### src/rtl/fir_pkg.sv
// Shared FIR package: default widths, tap-window state encoding and the
// accumulator width shared with the MAC stage.
package fir_pkg;

  localparam int FIR_DATA_WIDTH = 13;
  localparam int FIR_TAPS       = 8;

  typedef enum logic [1:0] {
    EMPTY = 2'd0,
    FILL  = 2'd1,
    RUN   = 2'd2
  } tapwin_state_t;

  // Full-precision sum of TAPS products of two DATA_WIDTH signed operands.
  function automatic int acc_width(input int dw, input int taps);
    return 2 * dw + $clog2(taps);
  endfunction

  localparam int ACC_WIDTH = acc_width(FIR_DATA_WIDTH, FIR_TAPS);

endpackage

### src/rtl/fir_coef_bank.sv
// Run-time-writable coefficient register file. Out-of-range addresses
// (possible when TAPS is not a power of two) are dropped.
module fir_coef_bank
  import fir_pkg::*;
#(
  parameter int DATA_WIDTH = FIR_DATA_WIDTH,
  parameter int TAPS       = FIR_TAPS
) (
  input  logic                                  CLK,
  input  logic                                  RST_n,
  input  logic                                  COEF_WE,
  input  logic [$clog2(TAPS)-1:0]               COEF_ADDR,
  input  logic [DATA_WIDTH-1:0]                 COEF_DATA,
  output logic [TAPS-1:0][DATA_WIDTH-1:0]       H
);

  localparam int AW = $clog2(TAPS);

  logic in_range;

  // Address range check shared by every entry.
  always_comb begin
    in_range = (int'(COEF_ADDR) < TAPS);
  end

  for (genvar i = 0; i < TAPS; i++) begin : g_coef
    logic wr;
    assign wr = COEF_WE && in_range && (COEF_ADDR == AW'(i));

    // One coefficient register; unaffected by FLUSH.
    always_ff @(posedge CLK or negedge RST_n) begin
      if (!RST_n)  H[i] <= '0;
      else if (wr) H[i] <= COEF_DATA;
    end
  end

endmodule

### src/rtl/fir_tap_window.sv
// FIR input stage: TAPS-deep sample delay line, fill tracking state machine,
// VWIN window-ready pulse and the coefficient bank.
// Optional macro TAPWIN_ZERO_FILL_EN: treat the line as pre-filled with zeros,
// so every accept produces VWIN (FILL_CNT still reports the real count).
module fir_tap_window
  import fir_pkg::*;
#(
  parameter int DATA_WIDTH = FIR_DATA_WIDTH,
  parameter int TAPS       = FIR_TAPS
) (
  input  logic                                  CLK,
  input  logic                                  RST_n,
  input  logic [DATA_WIDTH-1:0]                 DIN,
  input  logic                                  VIN,
  input  logic                                  FLUSH,
  input  logic                                  COEF_WE,
  input  logic [$clog2(TAPS)-1:0]               COEF_ADDR,
  input  logic [DATA_WIDTH-1:0]                 COEF_DATA,
  output logic [TAPS-1:0][DATA_WIDTH-1:0]       tp_w,
  output logic [TAPS-1:0][DATA_WIDTH-1:0]       H,
  output logic                                  VWIN,
  output logic [$clog2(TAPS+1)-1:0]             FILL_CNT
);

  localparam int CW = $clog2(TAPS + 1);

  tapwin_state_t state, state_nxt;
  logic          accept;
  logic          last_fill;
  logic          win_set;

  // FLUSH beats VIN: a colliding sample is dropped.
  assign accept    = VIN && !FLUSH;
  assign last_fill = (FILL_CNT == CW'(TAPS - 1));

  // Delay line: newest sample enters at index 0.
  always_ff @(posedge CLK or negedge RST_n) begin
    if (!RST_n)      tp_w <= '0;
    else if (FLUSH)  tp_w <= '0;
    else if (accept) tp_w <= {tp_w[TAPS-2:0], DIN};
  end

  // Fill counter, saturating at TAPS.
  always_ff @(posedge CLK or negedge RST_n) begin
    if (!RST_n)                                   FILL_CNT <= '0;
    else if (FLUSH)                               FILL_CNT <= '0;
    else if (accept && FILL_CNT != CW'(TAPS))     FILL_CNT <= FILL_CNT + 1'b1;
  end

  // State register.
  always_ff @(posedge CLK or negedge RST_n) begin
    if (!RST_n) state <= EMPTY;
    else        state <= state_nxt;
  end

  // Next-state logic.
  always_comb begin
    state_nxt = state;
    if (FLUSH) begin
      state_nxt = EMPTY;
    end else begin
      case (state)
        EMPTY:   if (accept) state_nxt = FILL;
        FILL:    if (accept && last_fill) state_nxt = RUN;
        RUN:     state_nxt = RUN;
        default: state_nxt = EMPTY;
      endcase
    end
  end

  // Output decode: does this accept complete a full window?
  always_comb begin
    win_set = 1'b0;
`ifdef TAPWIN_ZERO_FILL_EN
    win_set = accept;
`else
    case (state)
      FILL:    win_set = accept && last_fill;
      RUN:     win_set = accept;
      default: win_set = 1'b0;
    endcase
`endif
  end

  // VWIN is registered so it lines up with the updated window.
  always_ff @(posedge CLK or negedge RST_n) begin
    if (!RST_n) VWIN <= 1'b0;
    else        VWIN <= win_set;
  end

  fir_coef_bank #(
    .DATA_WIDTH (DATA_WIDTH),
    .TAPS       (TAPS)
  ) u_coef (
    .CLK       (CLK),
    .RST_n     (RST_n),
    .COEF_WE   (COEF_WE),
    .COEF_ADDR (COEF_ADDR),
    .COEF_DATA (COEF_DATA),
    .H         (H)
  );

endmodule

### config.mk
export PLATFORM = sky130hd
export DESIGN_NAME = fir_tap_window
export DESIGN_NICKNAME = d
export VERILOG_FILES = /design/src/rtl/fir_pkg.sv /design/src/rtl/fir_coef_bank.sv /design/src/rtl/fir_tap_window.sv
export SDC_FILE = /design/constraint.sdc
export NUM_CORES = 1
export LEC_CHECK = 0
export ABC_AREA = 1
export BUFFER_PORTS_ARGS = -buffer_cell sky130_fd_sc_hd__buf_4
export CAP_MARGIN = 20
export CORE_UTILIZATION = 55
export CTS_CLUSTER_DIAMETER = 50
export DETAILED_ROUTE_END_ITERATION = 12
export PLACE_DENSITY = 0.94
export SLEW_MARGIN = 25
export SYNTH_ARGS = -nofsm -noshare
export SYNTH_HDL_FRONTEND = slang
export SYNTH_SLANG_ARGS = --single-unit
### constraint.sdc
create_clock -name CLK -period 1.8 [get_ports CLK]
set_input_delay 0.36 -clock CLK [delete_from_list [all_inputs] [get_ports CLK]]
set_output_delay 0.36 -clock CLK [all_outputs]
set_load 0.01 [all_outputs]
==> impl_metrics.csv, run 1 <==
group,metric,value,unit
cells_and_area,fraction_of_layout_cells_with_a_size_suffix_above_1,0.313,
synthesis,asyncSetResetFlopFracSynth,1.00,
grt,grt_antenna_before_repair,0,
floorplan,num_rows,43,
power_and_ir_drop,power_per_cell_area,1160,nW/um^2
synthesis,muxShareOfSynthArea,0,
synthesis,share_of_the_yosys_chip_area_belonging_to_registers,0.673,
critical_path,cp_slowest_cell,"sky130_fd_sc_hd__dfrtp_1",
hold_path,worstHoldStart,"DIN[1]",
grt,gr-usage-all-layers,0.299,
placement,post-dp-hpwl,15400,um
critical_path,cell_type_group_with_the_largest_total_delay_on_the_critical_path,"flip-flops",
critical_path,depth_of_the_critical_timing_path_with_buffers_and_inverters_included,1,
synthesis,synth_cells,764,
synthesis,syn-cell-area,7990,um^2
grt,grt_first_pass_wirelength,34200,um
route,detail-route-antenna-nets,0,
floorplan,fp.dieH,123,um
grt,grt_max_degree,55,
timing,period_needed,1460,ps
route,wl,22200,um
route,routedWlPerCell,18.3,um
floorplan,die_area,15000,um^2
grt,number_of_global_route_vias_before_repair,6520,
clocking,inserted_clock_buffers,22,
clocking,cts_setup_buffers,0,
critical_path,worst_r2r_path_depth,8,
timing,grt_setup_unrepaired,"no",
route,drt_first_iter_violations,513,
critical_path,timing.critical_path.arrival,1100,ps
timing,finClkSkew,11.0,ps
synthesis,dominant_combinational_cell_family_by_area_after_synthesis,"compound AO/OA/AOI/OAI gates",
run,maxCapViolCount,0,
cells_and_area,finalNonFillerCells,1210,
critical_path,path_max_fanout,5,
timing,worst_slew_pin_slew,553,ps
synthesis,postSynthNetCount,803,
timing,max_freq,0.684,GHz
synthesis,synthesized_area_fraction_occupied_by_ao_oa_aoi_and_oai_cells,0.149,
critical_path,cp.buffers_inverters,1,
synthesis,synth-seq-cells,215,
cells_and_area,finalNetCount,1053,
critical_path,crit_path_start_kind,"flip-flop",
clocking,post_cts.resized_instances,0,
synthesis,yosysWarningCount,0,
clocking,cts.hold.buffers_added,1,
synthesis,post_synth_and_or_nand_nor_area_fraction,0.0899,
synthesis,syn-mean-instance-area,10.5,um^2
cells_and_area,syn_to_final_growth,36.3,%
outcome,run_status,"completed",
timing,timing_max_transition_violations_final,0,
cells_and_area,final_core_util,0.776,
cells_and_area,final_cell_area,10900,um^2
clocking,clkTransAtPathRegs,60,ps
critical_path,timing.critical_path.cells,"buf_4",
clocking,cts-htree-levels,1,
route,post-route-drc-count,0,
critical_path,cpPeakStageDelay,440,ps
hold_path,hold_depth,3,
hold_path,whs_endpoint,"tp_w[1]",
timing,final-setup-viol-count,0,
clocking,worstSkewPairLatency,500,ps
placement,pre_cts_slack,334,ps
clocking,clock_path_buffers,3,
critical_path,cp_data_required_time,1440,ps
power_and_ir_drop,peakVddDrop,717,uV
route,detail_route.vias_per_cell,5.58,
placement,port_buffers,246,
synthesis,synth_flop_cell,"sky130_fd_sc_hd__dfrtp_1",
route,drt-pass1-iter-count,5,
critical_path,crit-reg2reg-capture,"state[0]",
floorplan,die_width,123,um
clocking,cts.sinks,215,
floorplan,design.core.area,14000,um^2
cells_and_area,diodes,0,
placement,dpl.cell_count,1169,
critical_path,regToRegStartpoint,"FILL_CNT[0]",
timing,layout_worst_path_cycle_share,0.813,
clocking,tritoncts_clock_tree,"built",
critical_path,critical_path_sink_type,"output pin",
synthesis,number_of_different_library_cells_in_the_post_synthesis_netlist,23,
route,num_vias,6747,
critical_path,worst-r2r-setup-slack,500,ps
synthesis,synth_enable_flop_cells,0,
placement,dpl-instance-area,10100,um^2
placement,routabilityCongestion,0.838,
clocking,clk_root_buffer_cell,"sky130_fd_sc_hd__clkbuf_16",
timing,setup_slack,337,ps
synthesis,synthAdderAreaFrac,0.00783,
timing,fin_setup_tns,0,ps
power_and_ir_drop,p_leak,5.46,nW
grt,grt_overflow_total,0,
floorplan,initial_utilization,0.569,
synthesis,post_synth_xor_area_fraction,0,
timing,final-hold-violation-count,0,
floorplan,ios,247,
critical_path,criticalPathCategory,"reg -> out",
hold_path,holdCritPathClass,"in -> reg",
timing,worst_slew_margin_rel,0.632,
registers in the layout, summed over array words and instances, names as in the netlist:
register,count
tp_w,104
FILL_CNT,4
u_coef.H,104
VWIN,1
state,2
worst register-to-register path, stage by stage, from the launching register on:
cell                      delay (ps)
sky130_fd_sc_hd__dfrtp_1         430
sky130_fd_sc_hd__ha_1            210
sky130_fd_sc_hd__nand2_1          60
sky130_fd_sc_hd__inv_1           100
sky130_fd_sc_hd__nand3_1          80
sky130_fd_sc_hd__nand2_1         120
sky130_fd_sc_hd__nand2_1          80
sky130_fd_sc_hd__nand2_1          60
sky130_fd_sc_hd__nand2_1          50
per-layer routing:
layer  wire length (um)  global-route usage  share of wire  up-vias
li1                   -                   -              -     2997
met1               8550               0.387           0.39     3309
met2              11000               0.476           0.50      348
met3               1360              0.0497          0.061       93
met4               1260               0.175          0.057        0
met5                  0                   0              0        -
area by class of cell:
type	instances	area, um^2
multi-input cells	391	1970
well taps	180	225
flip-flops and latches	215	5380
clock inverters	10	156
fillers	838	3150
repair buffers	262	2050
inverters	122	458
clock buffers	30	652
where the power goes:
group          total (mW)  internal, mW  switching (mW)
logic                2.06         0.934            1.12
registers            5.67          5.34           0.329
clock network        4.93          3.11            1.82
total                12.7          9.38            3.27
synth_stat cells, types with 2 or more instances:
cell type,instances,area share
sky130_fd_sc_hd__a21oi_2,7,0.0077
sky130_fd_sc_hd__nor2_1,17,0.0080
sky130_fd_sc_hd__buf_2,24,0.015
sky130_fd_sc_hd__nand2_1,135,0.063
sky130_fd_sc_hd__inv_2,4,0.0019
sky130_fd_sc_hd__ha_1,5,0.0078
sky130_fd_sc_hd__nand3_1,5,0.0031
sky130_fd_sc_hd__inv_1,118,0.055
sky130_fd_sc_hd__nor2_2,3,0.0023
sky130_fd_sc_hd__a21oi_1,7,0.0044
sky130_fd_sc_hd__clkbuf_1,10,0.0047
sky130_fd_sc_hd__o21ai_1,5,0.0031
sky130_fd_sc_hd__nor2_4,2,0.0028
sky130_fd_sc_hd__nand2_2,5,0.0039
sky130_fd_sc_hd__o21ai_0,116,0.073
sky130_fd_sc_hd__o22ai_1,78,0.061
sky130_fd_sc_hd__dfrtp_1,215,0.67
sky130_fd_sc_hd__nand4_1,3,0.0023
worst max-delay path by stage:
stage                  from      endpoint  slack, ps
2_1_floorplan   FILL_CNT[0]      state[0]        640
3_3_place_gp   COEF_ADDR[2]  u_coef.H[50]        430
3_5_place_dp   COEF_ADDR[2]  u_coef.H[43]        330
4_1_cts         FILL_CNT[0]   FILL_CNT[0]        330
5_1_grt         FILL_CNT[0]   FILL_CNT[0]        320
6_report        FILL_CNT[0]   FILL_CNT[0]        340
metrics by stage:
stage	hold slack [ps]	total power, mW
floorplan	64.4	6.51
global placement	336	7.64
detailed placement	340	7.75
CTS	58.1	12.7
global route	91.9	13.1
finish	75.8	12.7
cell usage in the layout (no fill, tap or decap), types with 4 or more instances in the layout:
master and instances:
sky130_fd_sc_hd__ha_1 5, sky130_fd_sc_hd__clkbuf_16 23, sky130_fd_sc_hd__nand3_1 5, sky130_fd_sc_hd__dfrtp_1 215, sky130_fd_sc_hd__o21ai_1 5, sky130_fd_sc_hd__nand2_2 5
sky130_fd_sc_hd__inv_2 4, sky130_fd_sc_hd__buf_12 6, sky130_fd_sc_hd__nor2_1 17, sky130_fd_sc_hd__o21ai_0 116, sky130_fd_sc_hd__clkinv_2 4, sky130_fd_sc_hd__o22ai_1 78
sky130_fd_sc_hd__clkbuf_8 6, sky130_fd_sc_hd__inv_1 118, sky130_fd_sc_hd__buf_4 254, sky130_fd_sc_hd__bufinv_16 4, sky130_fd_sc_hd__a21oi_2 7, sky130_fd_sc_hd__a21oi_1 7
sky130_fd_sc_hd__nand2_1 135
cells by family after synthesis:
group | after synthesis
DFF | 215
AOI/OAI and AO/OA | 213
and+or+nand+nor | 173
buffers and inverters | 158
adders and majority gates | 5
Note: power is estimated with default switching activity, not from simulation.
==> run 2, diff against run 1 <==
--- a/config.mk
+++ b/config.mk
@@ -5,13 +5,13 @@
 export SDC_FILE = /design/constraint.sdc
 export NUM_CORES = 1
 export LEC_CHECK = 0
-export ABC_AREA = 1
+export ABC_AREA = 0
 export BUFFER_PORTS_ARGS = -buffer_cell sky130_fd_sc_hd__buf_4
 export CAP_MARGIN = 20
-export CORE_UTILIZATION = 55
+export CORE_UTILIZATION = 47
 export CTS_CLUSTER_DIAMETER = 50
 export DETAILED_ROUTE_END_ITERATION = 12
-export PLACE_DENSITY = 0.94
+export PLACE_DENSITY = 0.85
 export SLEW_MARGIN = 25
 export SYNTH_ARGS = -nofsm -noshare
 export SYNTH_HDL_FRONTEND = slang
==> constraint.sdc (replaced) <==
create_clock -name CLK -period 1.3 [get_ports CLK]
set_input_delay 0.26 -clock CLK [delete_from_list [all_inputs] [get_ports CLK]]
set_output_delay 0.26 -clock CLK [all_outputs]
set_load 0.01 [all_outputs]
==> run 2 against run 1 <==
  * Setup slack got worse by 570 ps
  * The flow now finishes with violations (negative setup slack)
  * Clock skew is 3.6 ps lower
  * Synthesized area rose by 6.2%
  * Power rose by 59%
  * Global-route usage fell by 0.94 points
  * Clock-buffer cell count grew 5
  * Combinational power rose by 120%
  * Synthesized cell count down 20%
  * Non-clock buffer count rose by 185
  * Sequential power increased by 44%
==> impl_metrics.csv, run 2 <==
group,metric,value,unit
synthesis,synth_flop_cell,"sky130_fd_sc_hd__dfrtp_1",
synthesis,synth.most_common_cell,"sky130_fd_sc_hd__dfrtp_1",
critical_path,worst_r2r_path_depth,7,
outcome,violations_in_the_final_reports,"negative setup slack",
power_and_ir_drop,design_power_total,20.1,mW
floorplan,fp.dieH,136,um
clocking,cts-htree-levels,1,
timing,period_needed,1530,ps
timing,layout_worst_path_cycle_share,1.18,
timing,timing_max_transition_violations_final,0,
clocking,inserted_clock_buffers,24,
grt,grt_antenna_before_repair,0,
hold_path,whs_endpoint,"u_coef.H[49]",
grt,number_of_global_route_vias_before_repair,7349,
critical_path,crit_path_start_kind,"flip-flop",
placement,post-dp-hpwl,14500,um
clocking,clock_path_buffers,3,
hold_path,holdCritPathClass,"in -> reg",
route,drt-pass1-iter-count,6,
floorplan,design.core.area,17500,um^2
route,detail_route.vias_per_cell,5.31,
placement,routabilityCongestion,0.770,
synthesis,synth_area_leaders,"sky130_fd_sc_hd__dfrtp_1 63%, sky130_fd_sc_hd__mux2_2 14%, sky130_fd_sc_hd__mux2i_1 13%",
run,maxCapViolCount,0,
clocking,tritoncts_clock_tree,"built",
synthesis,synthDominantAreaCellType,"sky130_fd_sc_hd__dfrtp_1",
synthesis,yosysWarningCount,0,
critical_path,regToRegStartpoint,"FILL_CNT[1]",
route,detail-route-antenna-nets,0,
critical_path,criticalPathCategory,"reg -> out",
synthesis,share_of_the_yosys_chip_area_belonging_to_registers,0.634,
synthesis,syn-cell-area,8490,um^2
critical_path,critPathMostFrequentCell,"sky130_fd_sc_hd__buf_6",
synthesis,synth_cells,608,
critical_path,cpPeakStageDelay,410,ps
critical_path,timing.critical_path.arrival,1270,ps
route,routedWlPerCell,22.2,um
timing,max_freq,0.652,GHz
route,wl,28700,um
synthesis,postSynthNetCount,647,
placement,dpl-instance-area,11000,um^2
synthesis,syn-mean-instance-area,14.0,um^2
synthesis,cell_types_with_the_highest_counts_after_synthesis,"215 x sky130_fd_sc_hd__dfrtp_1, 109 x sky130_fd_sc_hd__nor2_1, 106 x sky130_fd_sc_hd__mux2i_1",
timing,setup_slack,-235,ps
critical_path,timing.critical_path.cells,"buf_6, buf_6, buf_6",
clocking,clk_root_buffer_cell,"sky130_fd_sc_hd__clkbuf_16",
cells_and_area,finalNetCount,1088,
critical_path,cp_data_required_time,1040,ps
cells_and_area,reg.largest.list,"tp_w: 104 flops, u_coef.H: 104 flops, FILL_CNT: 4 flops",
floorplan,num_rows,48,
cells_and_area,diodes,0,
cells_and_area,most-common-layout-cells,"220 x sky130_fd_sc_hd__buf_6, 212 x sky130_fd_sc_hd__dfrtp_1, 199 x sky130_fd_sc_hd__buf_4, 109 x sky130_fd_sc_hd__nor2_1",
critical_path,path_max_fanout,2,
critical_path,critical_path_sink_type,"output pin",
grt,grt_max_degree,63,
grt,gr-usage-all-layers,0.289,
power_and_ir_drop,p_leak,7.13,nW
timing,worst_slew_pin_slew,441,ps
critical_path,worst-r2r-setup-slack,-180,ps
timing,fin_setup_tns,-2310,ps
critical_path,cp_slowest_cell,"sky130_fd_sc_hd__dfrtp_1",
hold_path,hold_depth,2,
synthesis,synth_enable_flop_cells,0,
floorplan,initial_utilization,0.486,
timing,grt_setup_unrepaired,"yes",
timing,finClkSkew,7.45,ps
cells_and_area,final_cell_area,14000,um^2
clocking,cts.sinks,215,
synthesis,synth-seq-cells,215,
synthesis,synth_largest_type_area_fraction,0.634,
cells_and_area,syn_to_final_growth,64.9,%
synthesis,asyncSetResetFlopFracSynth,1.00,
route,num_vias,6855,
timing,final-setup-viol-count,105,
cells_and_area,fraction_of_layout_cells_with_a_size_suffix_above_1,0.567,
cells_and_area,layout.filler_cells,881,
cells_and_area,footprint_of_the_flip_flops_and_latches,5380,um^2
floorplan,die_area,18600,um^2
floorplan,die_width,136,um
route,post-route-drc-count,0,
cells_and_area,multiInputGateArea,3030,um^2
cells_and_area,layout.cells.most_common,"sky130_fd_sc_hd__buf_6",
hold_path,worstHoldStart,"COEF_DATA[10]",
synthesis,number_of_different_library_cells_in_the_post_synthesis_netlist,26,
timing,worst_slew_margin_rel,0.706,
critical_path,crit-reg2reg-capture,"FILL_CNT[0]",
power_and_ir_drop,power_per_cell_area,1440,nW/um^2
route,drt_first_iter_violations,321,
clocking,clkTransAtPathRegs,60,ps
floorplan,ios,247,
grt,grt_overflow_total,0,
grt,grt_first_pass_wirelength,40400,um
clocking,worstSkewPairLatency,510,ps
placement,port_buffers,246,
outcome,run_status,"finished, violations left",
power_and_ir_drop,peakVddDrop,1470,uV
timing,final-hold-violation-count,0,
## run 2: area by class of cell
class                           count  area share
Sequential cell                   215       0.385
Clock inverter                      9     0.00939
Clock buffer                       35      0.0531
Inverter                            6     0.00179
Tap cell                          225      0.0201
Timing Repair Buffer              447       0.315
Multi-Input combinational cell    355       0.216
## run 2: critical path, delay by kind of cell, from the launching register on
family	cells	cell delay [ps]
buf+inv	3	350
flops	1	410
## run 2: worst max path at each step
stage	startpoint	endpoint	slack, ps	depth (start not counted)
after floorplan	FILL_CNT[1]	state[0]	-80	4
after global placement	COEF_ADDR[2]	u_coef.H[28]	-90	5
after detailed placement	FILL_CNT[1]	state[0]	-220	4
after CTS	FILL_CNT[1]	FILL_CNT[1]	-250	3
after global routing	FILL_CNT[1]	FILL_CNT[1]	-260	3
final	FILL_CNT[1]	FILL_CNT[1]	-230	3
## run 2: kinds of logic after synthesis
| kind of cell | Yosys count | share of synthesized area |
|---|---|---|
| XOR/XNOR | 1 | 0.00103 |
| AND/OR/NAND/NOR | 134 | 0.0687 |
| adder cells (fa/ha/maj) | 5 | 0.00737 |
| flip-flops | 215 | 0.634 |
| multiplexers | 211 | 0.264 |
| AO/OA/AOI/OAI | 4 | 0.00354 |
| buffers and inverters | 38 | 0.0209 |
## run 2: timing repair
action | 4_1_cts | 5_1_grt
resized for setup | 206 | 32
pin swaps | 5 | 2
setup buffers | 109 | 43
endpoints found under the hold margin | 226 | 0
setup endpoints to repair | 203 | 217
hold buffers | 12 | 0
## run 2: metal layers
metal,up-vias,global-route usage,share of wire
met5,-,0,0
met4,0,0.113,0.035
met3,68,0.0973,0.085
met2,303,0.521,0.53
met1,3503,0.309,0.35
li1,2981,-,-
## run 2: where the power goes
part,switching (mW),internal (mW)
Sequential,0.653,7.49
Clock,2.80,4.57
Combinational,1.85,2.73
Total,5.31,14.8
## run 2: metrics by stage
step,std cells,setup WS (ps),hold WS [ps],util
final,1292,-235,45.0,0.801
after global routing,1292,-258,44.3,0.801
after CTS,1249,-248,7.02,0.776
after detailed placement,1084,-218,174,0.628
after global placement,1084,-93.1,171,0.628
after floorplan,608,-81.8,-35.6,-
